==> src/rtl/m92_pkg.sv <==
// -----------------------------------------------------------------------------
// m92_pkg
// Shared types for the CPU-side SDRAM responder.
//   cpu_sdr_state_e : responder FSM states
//   cpu_sdr_req_t   : request fields latched for the SDRAM CPU channel
// No ports (package).
// -----------------------------------------------------------------------------
package m92_pkg;

  localparam int M92_DATA_W = 16;
  localparam int M92_ADDR_W = 25;

  typedef enum logic [1:0] {
    IDLE = 2'd0,
    WAIT = 2'd1,
    DONE = 2'd2,
    HOLD = 2'd3
  } cpu_sdr_state_e;

  typedef struct packed {
    logic [M92_ADDR_W-1:0] addr;
    logic [1:0]            be;
    logic [M92_DATA_W-1:0] wdata;
    logic                  we;
  } cpu_sdr_req_t;

endpackage

==> src/rtl/cpu_rd_cache.sv <==
// -----------------------------------------------------------------------------
// cpu_rd_cache
// One-entry read cache for the CPU SDRAM responder. Tag is the word address
// (addr[ADDR_W-1:1]). Only built when M92_CPU_RDCACHE_EN is defined.
// Ports:
//   clk, reset         : clock, synchronous active-high reset (clears valid)
//   lookup_addr        : byte address of the access being considered
//   hit, hit_data      : entry valid and tag matches lookup_addr; cached word
//   fill_en/addr/data  : load the entry after a read miss completes
//   wr_en/addr/be/data : write that merges selected bytes on a tag match
// -----------------------------------------------------------------------------
module cpu_rd_cache
  import m92_pkg::*;
#(
  parameter int DATA_W = 16,
  parameter int ADDR_W = 25
) (
  input  logic              clk,
  input  logic              reset,
  input  logic [ADDR_W-1:0] lookup_addr,
  output logic              hit,
  output logic [DATA_W-1:0] hit_data,
  input  logic              fill_en,
  input  logic [ADDR_W-1:0] fill_addr,
  input  logic [DATA_W-1:0] fill_data,
  input  logic              wr_en,
  input  logic [ADDR_W-1:0] wr_addr,
  input  logic [1:0]        wr_be,
  input  logic [DATA_W-1:0] wr_data
);

  localparam int HALF = DATA_W / 2;

  logic              valid_q;
  logic [ADDR_W-2:0] tag_q;
  logic [DATA_W-1:0] data_q;

  assign hit      = valid_q && (tag_q == lookup_addr[ADDR_W-1:1]);
  assign hit_data = data_q;

  // Fill (WAIT) and write (IDLE launch) never occur in the same cycle.
  always_ff @(posedge clk) begin
    if (reset) begin
      valid_q <= 1'b0;
      tag_q   <= '0;
      data_q  <= '0;
    end else if (fill_en) begin
      valid_q <= 1'b1;
      tag_q   <= fill_addr[ADDR_W-1:1];
      data_q  <= fill_data;
    end else if (wr_en && valid_q && (tag_q == wr_addr[ADDR_W-1:1])) begin
      if (wr_be[1]) data_q[DATA_W-1:HALF] <= wr_data[DATA_W-1:HALF];
      if (wr_be[0]) data_q[HALF-1:0]      <= wr_data[HALF-1:0];
    end
  end

endmodule

==> src/rtl/cpu_sdr_responder.sv <==
// -----------------------------------------------------------------------------
// cpu_sdr_responder
// Responder for ROM / work-RAM CPU cycles: runs the toggle request/ack
// handshake on the SDRAM CPU channel and returns read data plus a one-cycle
// cpu_ready pulse. Optional one-entry read cache: define M92_CPU_RDCACHE_EN.
//
// state | meaning
// IDLE  | waiting for a ROM/RAM strobe
// WAIT  | request toggled (or write discarded), waiting for completion
// DONE  | cpu_ready asserted for this single cycle
// HOLD  | waiting for the CPU to drop mem_rd/mem_wr
//
// Ports:
//   clk, reset                 : clock, synchronous active-high reset
//   mem_rd, mem_wr             : CPU strobes, held until cpu_ready
//   rom_memrq, ram_memrq       : decoded SDRAM-backed selects
//   writable                   : region accepts writes
//   sdr_addr, cpu_be, cpu_dout : decoded address, byte enables, write data
//   cpu_din, cpu_ready         : read data and completion pulse to the CPU
//   sdr_req, sdr_ack           : request/acknowledge toggles
//   sdr_we, sdr_addr_out, sdr_be, sdr_wdata : latched request fields
//   sdr_rdata                  : SDRAM read data, valid on ack match
// -----------------------------------------------------------------------------
module cpu_sdr_responder
  import m92_pkg::*;
#(
  parameter int DATA_W = 16,
  parameter int ADDR_W = 25
) (
  input  logic              clk,
  input  logic              reset,
  input  logic              mem_rd,
  input  logic              mem_wr,
  input  logic              rom_memrq,
  input  logic              ram_memrq,
  input  logic              writable,
  input  logic [ADDR_W-1:0] sdr_addr,
  input  logic [1:0]        cpu_be,
  input  logic [DATA_W-1:0] cpu_dout,
  output logic [DATA_W-1:0] cpu_din,
  output logic              cpu_ready,
  output logic              sdr_req,
  input  logic              sdr_ack,
  output logic              sdr_we,
  output logic [ADDR_W-1:0] sdr_addr_out,
  output logic [1:0]        sdr_be,
  output logic [DATA_W-1:0] sdr_wdata,
  input  logic [DATA_W-1:0] sdr_rdata
);

  cpu_sdr_state_e state, state_d;
  cpu_sdr_req_t   req_q;
  logic           sdr_req_q;
  logic [DATA_W-1:0] cpu_din_q;
  logic           drop_q;

  logic start;
  logic ack_match;
  logic launch;
  logic launch_we;
  logic drop_start;
  logic hit_take;
  logic rd_done;
  logic cache_hit;

  assign start     = (mem_rd | mem_wr) & (rom_memrq | ram_memrq);
  assign ack_match = (sdr_ack == sdr_req_q);
  // drop_q excludes the discarded-write pass through WAIT, where no request
  // is outstanding and sdr_rdata is meaningless.
  assign rd_done   = (state == WAIT) && ack_match && !drop_q && !req_q.we;

`ifdef M92_CPU_RDCACHE_EN
  logic [DATA_W-1:0] cache_data;

  cpu_rd_cache #(
    .DATA_W (DATA_W),
    .ADDR_W (ADDR_W)
  ) u_rd_cache (
    .clk         (clk),
    .reset       (reset),
    .lookup_addr (sdr_addr),
    .hit         (cache_hit),
    .hit_data    (cache_data),
    .fill_en     (rd_done),
    .fill_addr   (req_q.addr),
    .fill_data   (sdr_rdata),
    .wr_en       (launch & launch_we),
    .wr_addr     (sdr_addr),
    .wr_be       (cpu_be),
    .wr_data     (cpu_dout)
  );
`else
  assign cache_hit = 1'b0;
`endif

  // A write to a non-writable region goes through WAIT without toggling the
  // request, so it completes one cycle later than a cache hit.
  always_comb begin
    state_d    = state;
    launch     = 1'b0;
    launch_we  = 1'b0;
    drop_start = 1'b0;
    hit_take   = 1'b0;
    case (state)
      IDLE: begin
        if (start) begin
          if (mem_wr) begin
            if (writable) begin
              launch    = 1'b1;
              launch_we = 1'b1;
            end else begin
              drop_start = 1'b1;
            end
            state_d = WAIT;
          end else if (cache_hit) begin
            hit_take = 1'b1;
            state_d  = DONE;
          end else begin
            launch  = 1'b1;
            state_d = WAIT;
          end
        end
      end
      WAIT: begin
        if (drop_q || ack_match) state_d = DONE;
      end
      DONE: state_d = HOLD;
      HOLD: begin
        if (!mem_rd && !mem_wr) state_d = IDLE;
      end
      default: state_d = IDLE;
    endcase
  end

  always_ff @(posedge clk) begin
    if (reset) begin
      state     <= IDLE;
      req_q     <= '0;
      sdr_req_q <= 1'b0;
      cpu_din_q <= '0;
      drop_q    <= 1'b0;
    end else begin
      state  <= state_d;
      drop_q <= drop_start;
      if (launch) begin
        req_q.addr <= {sdr_addr[ADDR_W-1:1], 1'b0};
        req_q.be   <= cpu_be;
        req_q.we   <= launch_we;
        if (launch_we) req_q.wdata <= cpu_dout;
        sdr_req_q  <= ~sdr_req_q;
      end
      if (rd_done) cpu_din_q <= sdr_rdata;
`ifdef M92_CPU_RDCACHE_EN
      if (hit_take) cpu_din_q <= cache_data;
`endif
    end
  end

  assign cpu_ready    = (state == DONE);
  assign cpu_din      = cpu_din_q;
  assign sdr_req      = sdr_req_q;
  assign sdr_we       = req_q.we;
  assign sdr_addr_out = req_q.addr;
  assign sdr_be       = req_q.be;
  assign sdr_wdata    = req_q.wdata;

endmodule
==> config.mk <==
export PLATFORM = sky130hd
export DESIGN_NAME = cpu_sdr_responder
export DESIGN_NICKNAME = d
export VERILOG_FILES = /design/src/rtl/m92_pkg.sv /design/src/rtl/cpu_rd_cache.sv /design/src/rtl/cpu_sdr_responder.sv
export SDC_FILE = /design/constraint.sdc
export NUM_CORES = 1
export LEC_CHECK = 0
export CAP_MARGIN = 0
export CORE_MARGIN = 2
export CORE_UTILIZATION = 44
export CTS_BUF_LIST = sky130_fd_sc_hd__clkbuf_8
export CTS_CLUSTER_DIAMETER = 150
export DETAILED_ROUTE_END_ITERATION = 7
export GPL_ROUTABILITY_DRIVEN = 0
export PLACE_DENSITY_LB_ADDON = 0.12
export SYNTH_ARGS = -nofsm -noshare
export SYNTH_HDL_FRONTEND = slang
export SYNTH_SLANG_ARGS = --single-unit
==> constraint.sdc <==
create_clock -name clk -period 2.25 [get_ports clk]
set_input_delay 0.45 -clock clk [delete_from_list [all_inputs] [get_ports clk]]
set_output_delay 0.45 -clock clk [all_outputs]
set_load 0.02 [all_outputs]
# Yosys cells after proc, flatten, opt, wreduce, memory -nomap -nowiden
# Index checks and enable logic that the tools add are counted.
[op_classes]
n_eq_ne = 7
n_mux = 12
bitwise = 7
n_reduce_logical = 13
[op_table]
columns = ["cell", "n"]
rows = [
  ["$mux 1", 8],
  ["$pmux 2 s4", 1],
  ["$mux 2", 3],
  ["$eq 2x2->1 const B", 2],
  ["$logic_and 1x1->1", 4],
  ["$logic_not 1->1", 4],
  ["$ne 2x2->1 const B", 2],
  ["$not 1->1", 4],
  ["$reduce_or 4->1", 1],
  ["$reduce_and 3->1", 1],
  ["$eq 2x1->1 const B", 1],
  ["$logic_not 2->1", 1],
  ["$ne 2x1->1 const B", 1],
  ["$or 1x1->1", 2],
  ["$reduce_and 2->1", 1],
  ["$and 1x1->1", 1],
  ["$eq 1x1->1", 1],
  ["$logic_or 1x1->1", 1],
]
[totals]
register_bits = 63
output_inout_bits = 62
elab_cells = 47

# Logic depth before layout (Yosys ltp)
# Gate-level depths: netlist of run 1.
[depth]
depth_word = 5
depth_mapped = 7
mapped_depth_nobuf = 5

# Worst setup path before layout of run 1
# Ideal clock, no wire load.
[synth_timing]
kind = "reg2reg"
start = "register state[1]"
end = "register cpu_din_q[8], in the netlist cpu_din[8]"
setup_ns = 0.131
arrival_time_ns = 1.331
path_slack_ns = 0.789
path_stages_with_launch = 7
cell_sequence = "dfxtp_1 -> inv_1 -> ha_1 -> or3b_1 -> clkbuf_4 -> o21ai_2 -> a21oi_2"
[synth_via]
elab_chain_len = 4
[synth_rtl]
columns = ["element", "line_no", "text"]
rows = [
  ["start: declaration", "cpu_sdr_responder.sv:51", "cpu_sdr_state_e state, state_d;"],
  ["start signal: assignment", "cpu_sdr_responder.sv:143", "state <= state_d;"],
  ["$eq 2x1->1", "cpu_sdr_responder.sv:70", "assign rd_done = (state == WAIT) && ack_match && !drop_q && !req_q.we;"],
  ["$logic_and 1x1->1 (3 in a row)", "cpu_sdr_responder.sv:70", ""],
  ["end signal: assignment", "cpu_sdr_responder.sv:152", "if (rd_done) cpu_din_q <= sdr_rdata;"],
  ["end: declaration", "cpu_sdr_responder.sv:54", "logic [DATA_W-1:0] cpu_din_q;"],
]
# No other way between the ends.
# A chain may end at the register's enable or synchronous reset.

# Final worst setup path of run 1
[layout_timing]
start = "register state[0]"
end = "output port cpu_ready"
[layout_via]
elab_chain_len = 1
[layout_rtl]
columns = ["element", "line_no", "text"]
rows = [
  ["$eq 2x2->1", "cpu_sdr_responder.sv:159", "assign cpu_ready = (state == DONE);"],
  ["end: declaration", "cpu_sdr_responder.sv:41", "output logic cpu_ready,"],
]
# No other way between the ends.

==> results of run 1 <==
## cell families after synthesis
family	synth area share, %
AOI/OAI and AO/OA	23.72
and+or+nand+nor	15.40
muxes	1.624
buffers and inverters	5.757
xor gates and xnor gates	1.280
other	0.1475
adders and majority gates	2.461
DFF	49.61
## power by group
part,total (mW),switching (mW),internal [mW]
Combinational,1.52,0.858,0.663
Sequential,1.38,0.0958,1.29
Clock,0.868,0.419,0.448
Total,3.77,1.37,2.40
## worst reg2reg max path: cells and delay by family, from the launching register on
family | cells | cell delay (ns)
compound gates | 1 | 0.15
fa+ha+maj | 1 | 0.19
buf+inv | 1 | 0.11
flops | 1 | 0.34
simple gates | 2 | 0.97
## metrics by stage
stage / utilization, % / power, mW
finish: 72.79 / 3.771
global route: 72.79 / 4.013
CTS: 72.79 / 3.808
detailed placement: 69.63 / 2.935
global placement: 69.63 / 2.902
floorplan: - / 2.299
## registers in the layout (all words and copies together), names as in the netlist
register,cells
sdr_wdata,16
cpu_din,16
sdr_be,2
sdr_we,1
sdr_req,1
drop_q,1
state,2
sdr_addr_out,24
## final timing paths
path                      start            end  slack (ns)  cells past startpoint
setup / recovery       state[0]      cpu_ready        0.21                      3
setup reg to reg       state[1]    cpu_din[14]        0.42                      5
hold / removal    sdr_wdata[12]  sdr_wdata[12]        0.45                      2
hold reg to reg   sdr_wdata[12]  sdr_wdata[12]        0.45                      2
## cell usage in the layout, fill, tap and decap left out, types with 5 or more instances in the layout
master and n:
a21oi_1 59, buf_4 8, clkbuf_8 11, clkdlybuf4s50_1 125
dfxtp_1 63, ha_1 5, nand2_1 33, nand3_1 42
o21ai_0 29, o21ai_1 14
## layout make-up
type	instances	area [um2]
fill	466	1508
clock buffer	11	151.4
sequential	63	1261
timing repair buffer	136	1356
tap	72	90.09
clock inverter	5	23.77
multi-input combinational	207	1142
inverter	2	7.507
## metal layers
metal	routed length (um)	global-route usage (%)	up-vias	share of wire (%)
li1	-	-	1283	-
met1	3151	29.74	1199	45
met2	3362	36.67	82	48
met3	428	5.769	15	6.1
met4	123	9.322	0	1.7
met5	0	0	-	0
==> results.toml, run 1 <==
[status]
status = "finished clean"

[setup_path]
cp_max_fo = 4
worstPathCellList = "inv_1, ha_1, clkdlybuf4s50_1"
crit_slowest_cell = "clkdlybuf4s50_1"
arrival_ns = 1.59
worstPathRequired_ns = 1.80
crit_family = "buffers and inverters"
critPathBufInv = 2
crit_type = "reg -> out"
slowest_delay_ns = 0.63
critical_path.startpoint_type = "flop"
crit_path_end_kind = "primary output"

[global_route]
gr-usage-all-layers_pct = 23.01
grt_pass1_wl_mm = 11.56
antenna_found_initial = 0
grt_pass1_vias = 2462
grt_overflow = 0
grt_max_degree = 30

[drt]
via_count = 2579
ant_nets = 0
viasPerCell = 5.200
drc = 0
drtIter0Drc = 82
dr.pass1.iters = 4
drt-total-wl_mm = 7.065
post_drt_wl_per_cell_um = 14.24

[floorplan]
rows = 27
core_um2 = 5540
die-area_um2 = 6402
ioPinCount = 129
die_y_um = 80.02
initial_core_util_pct = 45.89
fp.dieW_um = 80.02

[synthesis]
syn_nets = 370
synth_seq_cells = 63
synth_area_um2 = 2542
synthFlopType = "dfxtp_1"
synth_area_leader_cell = "dfxtp_1"
avgSynthCellArea_um2 = 8.532
synth-edff-count = 0
synthCells = 298
synth_cell_type_count = 33
synth.most_common_cell = "dfxtp_1"
synthTopCellsByArea = "dfxtp_1, a21oi_1, nand3_1"
synth_common_cells = "dfxtp_1, a21oi_1, nand3_1, nand2_1, o21ai_0"
synth_top_area_share_pct = 49.61
yosysWarnings = 0
async_flop_share_pct = 0
seq_area_frac_synth_pct = 49.61

[clocking]
htree_levels = 3
clk_pin_slew_ns = 0.06
postCtsHoldBufs = 0
cts-root-buf = "clkbuf_8"
postCtsResizedCells = 0
cts.sinks = 63
clkLatencyLatePin_ns = 0.32
cts_setup_buffers = 0
cts_buffers = 9
cts_tree = "yes"
cts_buffer_depth = 2

[finish]
syn_to_final_growth_pct = 58.61
drive_gt1_share_pct = 8.491
final_cell_area_um2 = 4033
nets = 491
instances_no_fill = 496
diodes = 0

[placed_design]
io_buffers = 126
dp.cells = 480
place_area_um2 = 3857
hpwl_mm = 4.840
dp_slack_ns = 0.1562

[sta]
max_freq_ghz = 0.4913
timing.final.ws_setup_ns = 0.2147
worst_pin_slew_ns = 0.9687
drv_slew = 0
skew_ns = 0.004252
slew_headroom_pct = 35.14
hold_viol_final = 0
whs_ns = 0.4525
finalCriticalPeriod_ns = 2.035
fin_tns_setup_ns = 0
finalSetupViolCount = 0
rsz0062_at_grt = "false"
period_share_pct = 90.46

[pwr]
p_leak_nw = 1.421
power.density_nw_per_um2 = 935.1
ir_drop_mv = 0.5907

[hold_path]
hold_path_class = "reg -> reg"

[job]
max_cap_viol_count = 0
Note: power is estimated with default switching activity, not from simulation.
==> inputs of run 2 (changes only) <==
CELL_PAD_IN_SITES_DETAIL_PLACEMENT = 0   (was default)
CELL_PAD_IN_SITES_GLOBAL_PLACEMENT = 2   (was default)
CORE_UTILIZATION = 24   (was 44)
GPL_TIMING_DRIVEN = 1   (was default)
==> run 2 against run 1 <==
- clock power grew 14%
- clock skew is 0.0062 ns higher
- critical path depth is the same
- non-clock buffer count is 4 higher
- flip-flop and latch count is the same
- cell count rose by 14%
- sequential power is essentially flat
- design area grew 3.3%
- core utilization decreased by 32 points
- register-to-register slack better by 0.12 ns
- count of clock-buffer cells in the layout unchanged
- largest power group unchanged
- highest routed layer unchanged
==> results.toml, run 2 (same netlist as run 1, synthesis figures left out) <==
[status]
status = "finished clean"

[clocking]
cts-root-buf = "clkbuf_8"
postCtsResizedCells = 0
clk_pin_slew_ns = 0.07
postCtsHoldBufs = 0
clkLatencyLatePin_ns = 0.33
cts_tree = "yes"
cts_buffers = 9
cts_buffer_depth = 2
cts.sinks = 63
cts_setup_buffers = 0
htree_levels = 3

[drt]
drc = 0
dr.pass1.iters = 4
via_count = 2558
drtIter0Drc = 85
post_drt_wl_per_cell_um = 14.44
viasPerCell = 4.544
ant_nets = 0
drt-total-wl_mm = 8.130

[finish]
diodes = 0
drive_gt1_share_pct = 9.133
final_common_cell = "clkdlybuf4s50_1"
utilization_pct = 40.35
syn_to_final_growth_pct = 63.83
final_cell_mix = "clkdlybuf4s50_1, dfxtp_1, a21oi_1, nand3_1, nand2_1"
nets = 495
largest_reg_flops = 24

[pwr]
p_leak_nw = 1.443
ir_drop_mv = 0.5552
power.density_nw_per_um2 = 949.8

[setup_path]
worstPathCellList = "inv_1, ha_1, clkdlybuf4s50_1"
rr_startpoint = "state[1]"
r2r_end = "cpu_din[2]"
reg2regPathDepth = 5
cp_max_fo = 4
critical_path.startpoint_type = "flop"
slowest_delay_ns = 0.62
arrival_ns = 1.58
crit_type = "reg -> out"
r2r_slack_ns = 0.54
crit_path_end_kind = "primary output"
crit_slowest_cell = "clkdlybuf4s50_1"
worstPathRequired_ns = 1.80

[sta]
finalCriticalPeriod_ns = 2.030
period_share_pct = 90.20
hold_viol_final = 0
slew_headroom_pct = 46.60
rsz0062_at_grt = "false"
fin_tns_setup_ns = 0
worst_pin_slew_ns = 0.7970
finalSetupViolCount = 0
max_freq_ghz = 0.4927
skew_ns = 0.01048
drv_slew = 0

[hold_path]
hold_start = "sdr_wdata[7]"
whs_path_depth = 2
hold_path_class = "reg -> reg"
min_to = "sdr_wdata[7]"

[floorplan]
die_y_um = 106.9
ioPinCount = 129
core_um2 = 10320
die-area_um2 = 11430
rows = 37
initial_core_util_pct = 24.63
fp.dieW_um = 106.9

[global_route]
grt_max_degree = 28
antenna_found_initial = 0
grt_pass1_vias = 2389
grt_pass1_wl_mm = 12.59
gr-usage-all-layers_pct = 14.30
grt_overflow = 0

[placed_design]
hpwl_mm = 5.459
io_buffers = 126

[job]
max_cap_viol_count = 0
run 2: area by class of cell:
cell class	instances	area, um2
clock buffer	11	151.4
clock inverter	4	46.29
fill	1058	6158
inverter	2	7.507
multi-input combinational	207	1142
sequential	63	1261
tap	136	170.2
timing repair buffer	140	1386
run 2: routing by layer:
metal	GRT usage (%)	vias up	wire (um)	part of all wire, %
met5	0	-	0	0
met1	19.26	1192	3881	48
met3	4.195	7	416	5.1
met4	4.453	0	78	0.96
met2	22.07	69	3754	46
li1	-	1290	-	-
run 2: how the worst max path moves through the flow:
stage / startpoint / end / slack, ns / cells past startpoint
after global routing: state[0] / cpu_ready / 0.13 / 3
after CTS: state[0] / cpu_ready / 0.18 / 3
after detailed placement: sdr_ack / cpu_din[8] / 0.21 / 4
after global placement: sdr_ack / cpu_din[8] / 0.20 / 4
after floorplan: state[1] / cpu_din[8] / 0.79 / 6
final: state[0] / cpu_ready / 0.22 / 3
run 2: through the flow:
stage	setup slack, ns	cell area, um2	std cells	total power [mW]	hold slack (ns)
global route	0.1281	4165	563	4.229	0.4775
global placement	0.1970	3968	548	3.016	0.4416
CTS	0.1816	4165	563	4.052	0.4606
detailed placement	0.2066	3968	548	3.025	0.4494
finish	0.2204	4165	563	3.956	0.4575
floorplan	0.7889	2542	298	2.299	0.4818
run 2: worst max-delay path, delay by kind of cell (launching register included):
| family | cells | cell delay (ns) |
|---|---|---|
| fa+ha+maj | 1 | 0.20 |
| flops | 1 | 0.34 |
| buf+inv | 2 | 0.73 |
run 2: power by group:
group	switching, mW	internal [mW]	total, mW
Combinational	0.892	0.691	1.58
Clock	0.430	0.561	0.991
Sequential	0.0960	1.29	1.38
Total	1.42	2.54	3.96
